<file path="config.mk">
export PLATFORM = sky130hd
export DESIGN_NAME = wb_arbiter
export DESIGN_NICKNAME = d
export VERILOG_FILES = /design/src/rtl/wb_pkg.sv /design/src/rtl/wb_load_queue.sv /design/src/rtl/wb_arbiter.sv
export SDC_FILE = /design/constraint.sdc
export NUM_CORES = 1
export LEC_CHECK = 0
export BUFFER_PORTS_ARGS = -buffer_cell sky130_fd_sc_hd__buf_4
export CAP_MARGIN = 10
export CORE_MARGIN = 10
export CORE_UTILIZATION = 51
export CTS_CLUSTER_DIAMETER = 120
export CTS_CLUSTER_SIZE = 40
export DETAILED_ROUTE_END_ITERATION = 8
export PLACE_DENSITY = 0.86
export SLEW_MARGIN = 25
export SYNTH_ARGS = -nofsm -noshare
export SYNTH_HDL_FRONTEND = slang
export SYNTH_SLANG_ARGS = --single-unit
</file>
<file path="constraint.sdc">
create_clock -name clk -period 2.3 [get_ports clk]
set_input_delay 0.575 -clock clk [delete_from_list [all_inputs] [get_ports clk]]
set_output_delay 0.575 -clock clk [all_outputs]
set_load 0.01 [all_outputs]
</file>
<file path="src/rtl/wb_pkg.sv">
// rtl/wb_pkg.sv - shared widths, queue entry type and helpers for the writeback arbiter
//
// Contents:
//   WB_DATA_W, WB_ADDR_W, WB_NREG  default register data/address widths and register count
//   wb_entry_t                     queued load entry {live, rd, data}
//   onehot_rd(rd)                  one-hot register select used to build pending masks
package wb_pkg;

  localparam int WB_DATA_W = 19;
  localparam int WB_ADDR_W = 4;
  localparam int WB_NREG   = 2 ** WB_ADDR_W;

  typedef struct packed {
    logic                 live;
    logic [WB_ADDR_W-1:0] rd;
    logic [WB_DATA_W-1:0] data;
  } wb_entry_t;

  function automatic logic [WB_NREG-1:0] onehot_rd(input logic [WB_ADDR_W-1:0] rd);
    logic [WB_NREG-1:0] m;
    m     = '0;
    m[rd] = 1'b1;
    return m;
  endfunction

endpackage

</file>
<file path="src/rtl/wb_load_queue.sv">
// rtl/wb_load_queue.sv - in-order load result queue with kill-by-register and pending mask
//
// Ports:
//   clk, rst        clock, asynchronous active-high reset
//   push/push_entry enqueue one entry at the tail (ignored when full)
//   pop             drop the head entry (ignored when empty)
//   kill_en/kill_rd clear the live bit of every stored entry targeting kill_rd
//   head_entry      entry at the head of the queue
//   empty, full     occupancy flags from the registered count
//   count           number of occupied entries
//   pending_mask    OR of one-hot(rd) over live entries
module wb_load_queue
  import wb_pkg::*;
#(
  parameter int DEPTH = 4
) (
  input  logic                   clk,
  input  logic                   rst,
  input  logic                   push,
  input  wb_entry_t              push_entry,
  input  logic                   pop,
  input  logic                   kill_en,
  input  logic [WB_ADDR_W-1:0]   kill_rd,
  output wb_entry_t              head_entry,
  output logic                   empty,
  output logic                   full,
  output logic [$clog2(DEPTH):0] count,
  output logic [WB_NREG-1:0]     pending_mask
);

  localparam int PW = $clog2(DEPTH);
  localparam logic [PW:0] FULL_CNT = (PW+1)'(DEPTH);

  logic [PW-1:0]        rd_ptr;
  logic [PW-1:0]        wr_ptr;
  logic [DEPTH-1:0]     live_q;
  logic [WB_ADDR_W-1:0] rd_q   [DEPTH];
  logic [WB_DATA_W-1:0] data_q [DEPTH];
  logic                 push_ok;
  logic                 pop_ok;

  assign empty   = (count == '0);
  assign full    = (count == FULL_CNT);
  assign push_ok = push && !full;
  assign pop_ok  = pop && !empty;

  // Live bits of free slots are kept at 0, so the pending mask and kill logic
  // can scan every slot without consulting the pointers.
  always_ff @(posedge clk or posedge rst) begin
    if (rst) begin
      rd_ptr <= '0;
      wr_ptr <= '0;
      count  <= '0;
      live_q <= '0;
    end else begin
      if (kill_en) begin
        for (int i = 0; i < DEPTH; i++) begin
          if (rd_q[i] == kill_rd) live_q[i] <= 1'b0;
        end
      end
      if (pop_ok) begin
        live_q[rd_ptr] <= 1'b0;
        rd_ptr         <= rd_ptr + 1'b1;
      end
      // The push slot never equals a pop or kill target that still matters:
      // push carries its own live bit already resolved against the same-cycle kill.
      if (push_ok) begin
        live_q[wr_ptr] <= push_entry.live;
        wr_ptr         <= wr_ptr + 1'b1;
      end
      if (push_ok && !pop_ok)      count <= count + 1'b1;
      else if (pop_ok && !push_ok) count <= count - 1'b1;
    end
  end

  always_ff @(posedge clk) begin
    if (push_ok) begin
      rd_q[wr_ptr]   <= push_entry.rd;
      data_q[wr_ptr] <= push_entry.data;
    end
  end

  always_comb begin
    head_entry.live = live_q[rd_ptr];
    head_entry.rd   = rd_q[rd_ptr];
    head_entry.data = data_q[rd_ptr];
  end

  always_comb begin
    pending_mask = '0;
    for (int i = 0; i < DEPTH; i++) begin
      if (live_q[i]) pending_mask = pending_mask | onehot_rd(rd_q[i]);
    end
  end

endmodule

</file>
<file path="src/rtl/wb_arbiter.sv">
// rtl/wb_arbiter.sv - writeback arbiter merging ALU and load results onto the register file write port
//
// Optional feature: define WB_BYPASS_EN to let a load that finds the queue empty
// and no ALU write present go straight to the write port with 1-cycle latency.
//
// Ports:
//   clk, rst                      clock, asynchronous active-high reset
//   alu_valid/alu_rd/alu_data     single-cycle ALU result (has write-port priority)
//   mem_valid/mem_rd/mem_data     load result offer, accepted when mem_ready is high
//   mem_ready                     load queue not full
//   we3/a3/wd3                    registered register file write port
//   pending_mask                  registers targeted by live queued loads
//   q_count                       occupied load queue entries
module wb_arbiter
  import wb_pkg::*;
#(
  parameter int DATA_W = WB_DATA_W,
  parameter int ADDR_W = WB_ADDR_W,
  parameter int DEPTH  = 4
) (
  input  logic                   clk,
  input  logic                   rst,
  input  logic                   alu_valid,
  input  logic [ADDR_W-1:0]      alu_rd,
  input  logic [DATA_W-1:0]      alu_data,
  input  logic                   mem_valid,
  output logic                   mem_ready,
  input  logic [ADDR_W-1:0]      mem_rd,
  input  logic [DATA_W-1:0]      mem_data,
  output logic                   we3,
  output logic [ADDR_W-1:0]      a3,
  output logic [DATA_W-1:0]      wd3,
  output logic [2**ADDR_W-1:0]   pending_mask,
  output logic [$clog2(DEPTH):0] q_count
);

  localparam int NREG = 2 ** ADDR_W;

  logic               alu_write;
  logic               load_keep;
  logic               same_rd;
  logic               bypass;
  logic               q_push;
  logic               q_pop;
  logic               q_empty;
  logic               q_full;
  wb_entry_t          push_entry;
  wb_entry_t          head_entry;
  logic [WB_NREG-1:0] q_mask;

  // Writes to register 0 are discarded; a load to r0 still handshakes.
  assign alu_write = alu_valid && (alu_rd != '0);
  assign load_keep = mem_valid && mem_ready && (mem_rd != '0);
  // A load arriving with an ALU write to the same register is the older value.
  assign same_rd   = alu_write && (mem_rd == alu_rd);

`ifdef WB_BYPASS_EN
  assign bypass = load_keep && q_empty && !alu_write;
`else
  assign bypass = 1'b0;
`endif

  assign q_push = load_keep && !bypass;
  assign q_pop  = !alu_write && !q_empty;

  always_comb begin
    push_entry.live = !same_rd;
    push_entry.rd   = WB_ADDR_W'(mem_rd);
    push_entry.data = WB_DATA_W'(mem_data);
  end

  wb_load_queue #(
    .DEPTH(DEPTH)
  ) u_queue (
    .clk         (clk),
    .rst         (rst),
    .push        (q_push),
    .push_entry  (push_entry),
    .pop         (q_pop),
    .kill_en     (alu_write),
    .kill_rd     (WB_ADDR_W'(alu_rd)),
    .head_entry  (head_entry),
    .empty       (q_empty),
    .full        (q_full),
    .count       (q_count),
    .pending_mask(q_mask)
  );

  assign mem_ready    = !q_full;
  assign pending_mask = NREG'(q_mask);

  // a3/wd3 keep their last values on idle cycles and on killed-head pops.
  always_ff @(posedge clk or posedge rst) begin
    if (rst) begin
      we3 <= 1'b0;
      a3  <= '0;
      wd3 <= '0;
    end else if (alu_write) begin
      we3 <= 1'b1;
      a3  <= alu_rd;
      wd3 <= alu_data;
    end else if (q_pop) begin
      we3 <= head_entry.live;
      if (head_entry.live) begin
        a3  <= ADDR_W'(head_entry.rd);
        wd3 <= DATA_W'(head_entry.data);
      end
    end else if (bypass) begin
      we3 <= 1'b1;
      a3  <= mem_rd;
      wd3 <= mem_data;
    end else begin
      we3 <= 1'b0;
    end
  end

endmodule

</file>
==> summary.md <==
| Metric | Value |
|---|---|
| Status | finished with violations |
| Failing checks | negative setup slack |
| Combinational family with the most area after synthesis | multiplexers |
| Largest area contributor in the netlist | edfxtp_1 |
| Slew Limit Headroom | 0.418 |
| Synthesized Nets | 459 |
| Buf+Inv Stages, Crit Path | 1 |
| Antenna cells | 0 |
| Fillers | 742 |
| Total Nets Final | 602 |
| Maximum vdd drop | 0.722 mV |
| IO Port Bufs | 93 |
| Post-DR wirelength/cell | 23.0 um |
| Initial antenna violation count | 1 |
| Hold Vio Cnt, Final | 0 |
| Skew final | 0.00906 ns |
| Largest net degree at the start of global routing | 37 |
| Share of cells above drive strength 1 | 0.411 |
| H-tree depth | 4 |
| Pre-Repair DR Iteration Count | 5 |
| Synthesized cell area | 5870 um2 |
| CP Max Fanout | 5 |
| Simple-gate area share of the yosys netlist | 0.0748 |
| Worst slack, placed | -0.0908 ns |
| Placed Instances | 650 |
| Clock tree from TritonCTS | built |
| Root buffer cell | clkbuf_16 |
| RSZ-0062 raised after global routing | yes |
| Total power | 0.00979 W |
| Via-per-instance ratio | 5.94 |
| CP startpoint kind | flip-flop |
| Post-synthesis mux area share | 0.139 |
| Initial DRC Count | 438 |
| Hold crit path type | in2async |
| Library cells used by synthesis | 43 |
| Fmax | 435 MHz |
| Final ANT Viol Nets | 0 |
| First-pass GRT wire length | 24700 um |
| Critical-path cell list | nand3b_1 > nor3_1 > a31oi_1 > o221ai_1 > buf_4 |
| Post-cts hold buffer count | 0 |
| Top Family by Delay on Critical Path | simple AND/OR/NAND/NOR gates |
| Register bit total from synthesis | 127 |
| Final worst slack | -0.00109 ns |
| Tcrit/Tclk final | 1.00 |
| Multi-input logic area | 2160 um2 |
| Setup crit end kind | output port |
| Synth Instances | 399 |
| Area of the core | 11400 um2 |
| Worst-margin pin slew | 0.872 ns |
| Post-DP HPWL | 10900 um |
| Compound-cell area share of the yosys netlist | 0.0814 |
| Slowest-stage cell, CP | edfxtp_1 |
| Initial core utilization | 0.516 |
| MaxCap Viol Count | 0 |
| Global router's overall resource usage | 0.197 |
| Crit path required time | 1.73 ns |
| Gp weighted congestion | 0.880 |
| Seq/Total Area, Yosys | 0.620 |
| Flip-flop and latch area | 3640 um2 |
| Post-synthesis adder-cell area fraction | 0.0226 |
| Clk buf depth | 2 |
| Total wire length | 16000 um |
| Via count | 4143 |
| Final non-filler cell total | 698 |
| Clock latency at the later pin of the worst-skew pair | 0.41 ns |
| Vias in the first global route | 4427 |
| Worst Path Arrival | 1.73 ns |
| Yosys warning total | 0 |
| Total grt overflow | 0 |
| Die height | 127 um |
| Synth-to-layout area growth | 32.6% |
| Clk slew on worst S/H paths | 0.06 ns |
| Most common cell in the netlist | edfxtp_1 |
| FFs w/ async S/R, synth | 0.276 |
| Crit path largest cell delay | 0.44 ns |
| Average cell area after synthesis | 14.7 um2 |
| Total CTS buffers | 17 |
| Synth Area in XOR/XNOR | 0.0373 |
| Die X | 127 um |
| DRC | 0 |
| Area contributors post-synth | edfxtp_1 (47%), dfrtp_1 (15%), mux4_2 (9.2%) |
| Synth cell count leaders | edfxtp_1 (92), dfrtp_1 (35), nand2_1 (28) |
| Power per standard cell area | 1260 nW/um2 |
| Die area | 16200 um2 |
| Post-synth EDFFs | 92 |
| Final Critical Period | 2.30 ns |
| Total negative slack | -0.00109 ns |
| Ys flop type | edfxtp_1 |
| Top-area cell type share of the netlist area | 0.470 |
| Fin. max-slew vios | 0 |
| Final setup vio count | 1 |
| IO Pins | 94 |
| Post-route core utilization | 0.685 |
| Leakage Power | 3.08 nW |
| Core Rows | 39 |
| Critical path type | reg2out |
| CTS sink cnt | 127 |
## final timing paths
kind	from	depth (start not counted)	slack, ns	end
worst max-delay path	u_queue.rd_q[3][1]	5	-0.001	pending_mask[1]
worst min-delay path	rst	2	0.35	wd3[10]
worst max register to register	u_queue.count[0]	9	0.19	u_queue.count[2]
worst min register to register	wd3[2]	2	0.49	wd3[2]
max in group asynchronous	rst	3	1.27	wd3[3]
min in group clk	mem_data[3]	1	0.36	u_queue.data_q[3][3]
## cell usage in the layout, fill, tap and decap left out, types with 3 or more instances in the layout
| master | n |
|---|---|
| a21oi_1 | 4 |
| a221o_1 | 6 |
| a22oi_1 | 3 |
| a31oi_1 | 6 |
| and2_1 | 4 |
| buf_12 | 3 |
| buf_4 | 138 |
| buf_6 | 6 |
| clkbuf_16 | 18 |
| clkinvlp_4 | 4 |
| dfrtp_1 | 33 |
| edfxtp_1 | 92 |
| ha_1 | 8 |
| inv_1 | 8 |
| inv_2 | 3 |
| mux2_2 | 4 |
| mux2i_1 | 22 |
| mux4_2 | 24 |
| nand2_1 | 28 |
| nand2b_1 | 3 |
| nand3_1 | 10 |
| nand3b_1 | 4 |
| nand4_1 | 4 |
| nor2_1 | 11 |
| nor2b_1 | 7 |
| o211a_1 | 4 |
| o21ai_0 | 19 |
| o21ai_1 | 3 |
| o221ai_1 | 8 |
| o22ai_1 | 3 |
| o22ai_2 | 3 |
| xnor2_1 | 21 |
| xor2_1 | 4 |
## state kept, by name, summed over array words and instances, names as in the netlist
| signal | flops |
|---|---|
| u_queue.rd_ptr | 2 |
| u_queue.rd_q | 16 |
| we3 | 1 |
| u_queue.data_q | 76 |
| a3 | 4 |
| u_queue.count | 3 |
| wd3 | 19 |
| u_queue.live_q | 4 |
| u_queue.wr_ptr | 2 |
## final cells by class
| cell class | count | area share |
|---|---|---|
| well taps | 143 | 0.0230 |
| inverters | 11 | 0.00530 |
| clock inverters | 11 | 0.0167 |
| repair buffers | 147 | 0.149 |
| flip-flops and latches | 127 | 0.468 |
| multi-input cells | 238 | 0.277 |
| clock buffers | 21 | 0.0606 |
## report_power, final
part	leakage, nW	internal, W	switching (W)
Clock	0.281	0.00169	0.000957
Combinational	1.54	0.00181	0.00178
Sequential	1.26	0.00313	0.000418
Total	3.08	0.00663	0.00316
## per-layer routing
metal / global-route usage / routed length [um] / part of all wire
met5: 0 / 0 / 0
met1: 0.232 / 6280 / 0.39
met2: 0.328 / 8280 / 0.52
met4: 0.0884 / 297 / 0.019
met3: 0.0562 / 1180 / 0.073
## cells by family (layout without fill, tap and decap cells)
logic type,Yosys count,count (layout)
DFF,127,127
and+or+nand+nor,86,86
AOI/OAI and AO/OA,66,66
muxes,51,51
buffers and inverters,34,190
xor gates and xnor gates,25,25
adders and majority gates,10,10
## stage by stage
step | instance area [um2] | hold WS (ns)
3_3_place_gp | 6990 | 0.467
2_1_floorplan | 5920 | 0.514
3_5_place_dp | 6990 | 0.477
5_1_grt | 7780 | 0.348
4_1_cts | 7670 | 0.348
6_report | 7780 | 0.351
## timing repair
| action | in CTS | in global routing |
|---|---|---|
| endpoints found under the setup margin | 16 | 15 |
| pin swaps | 0 | 7 |
| setup buffers | 8 | 8 |
| gates cloned | 0 | 0 |
| resized for setup | 6 | 15 |
No activity file was read; power rests on OpenSTA's default activity.
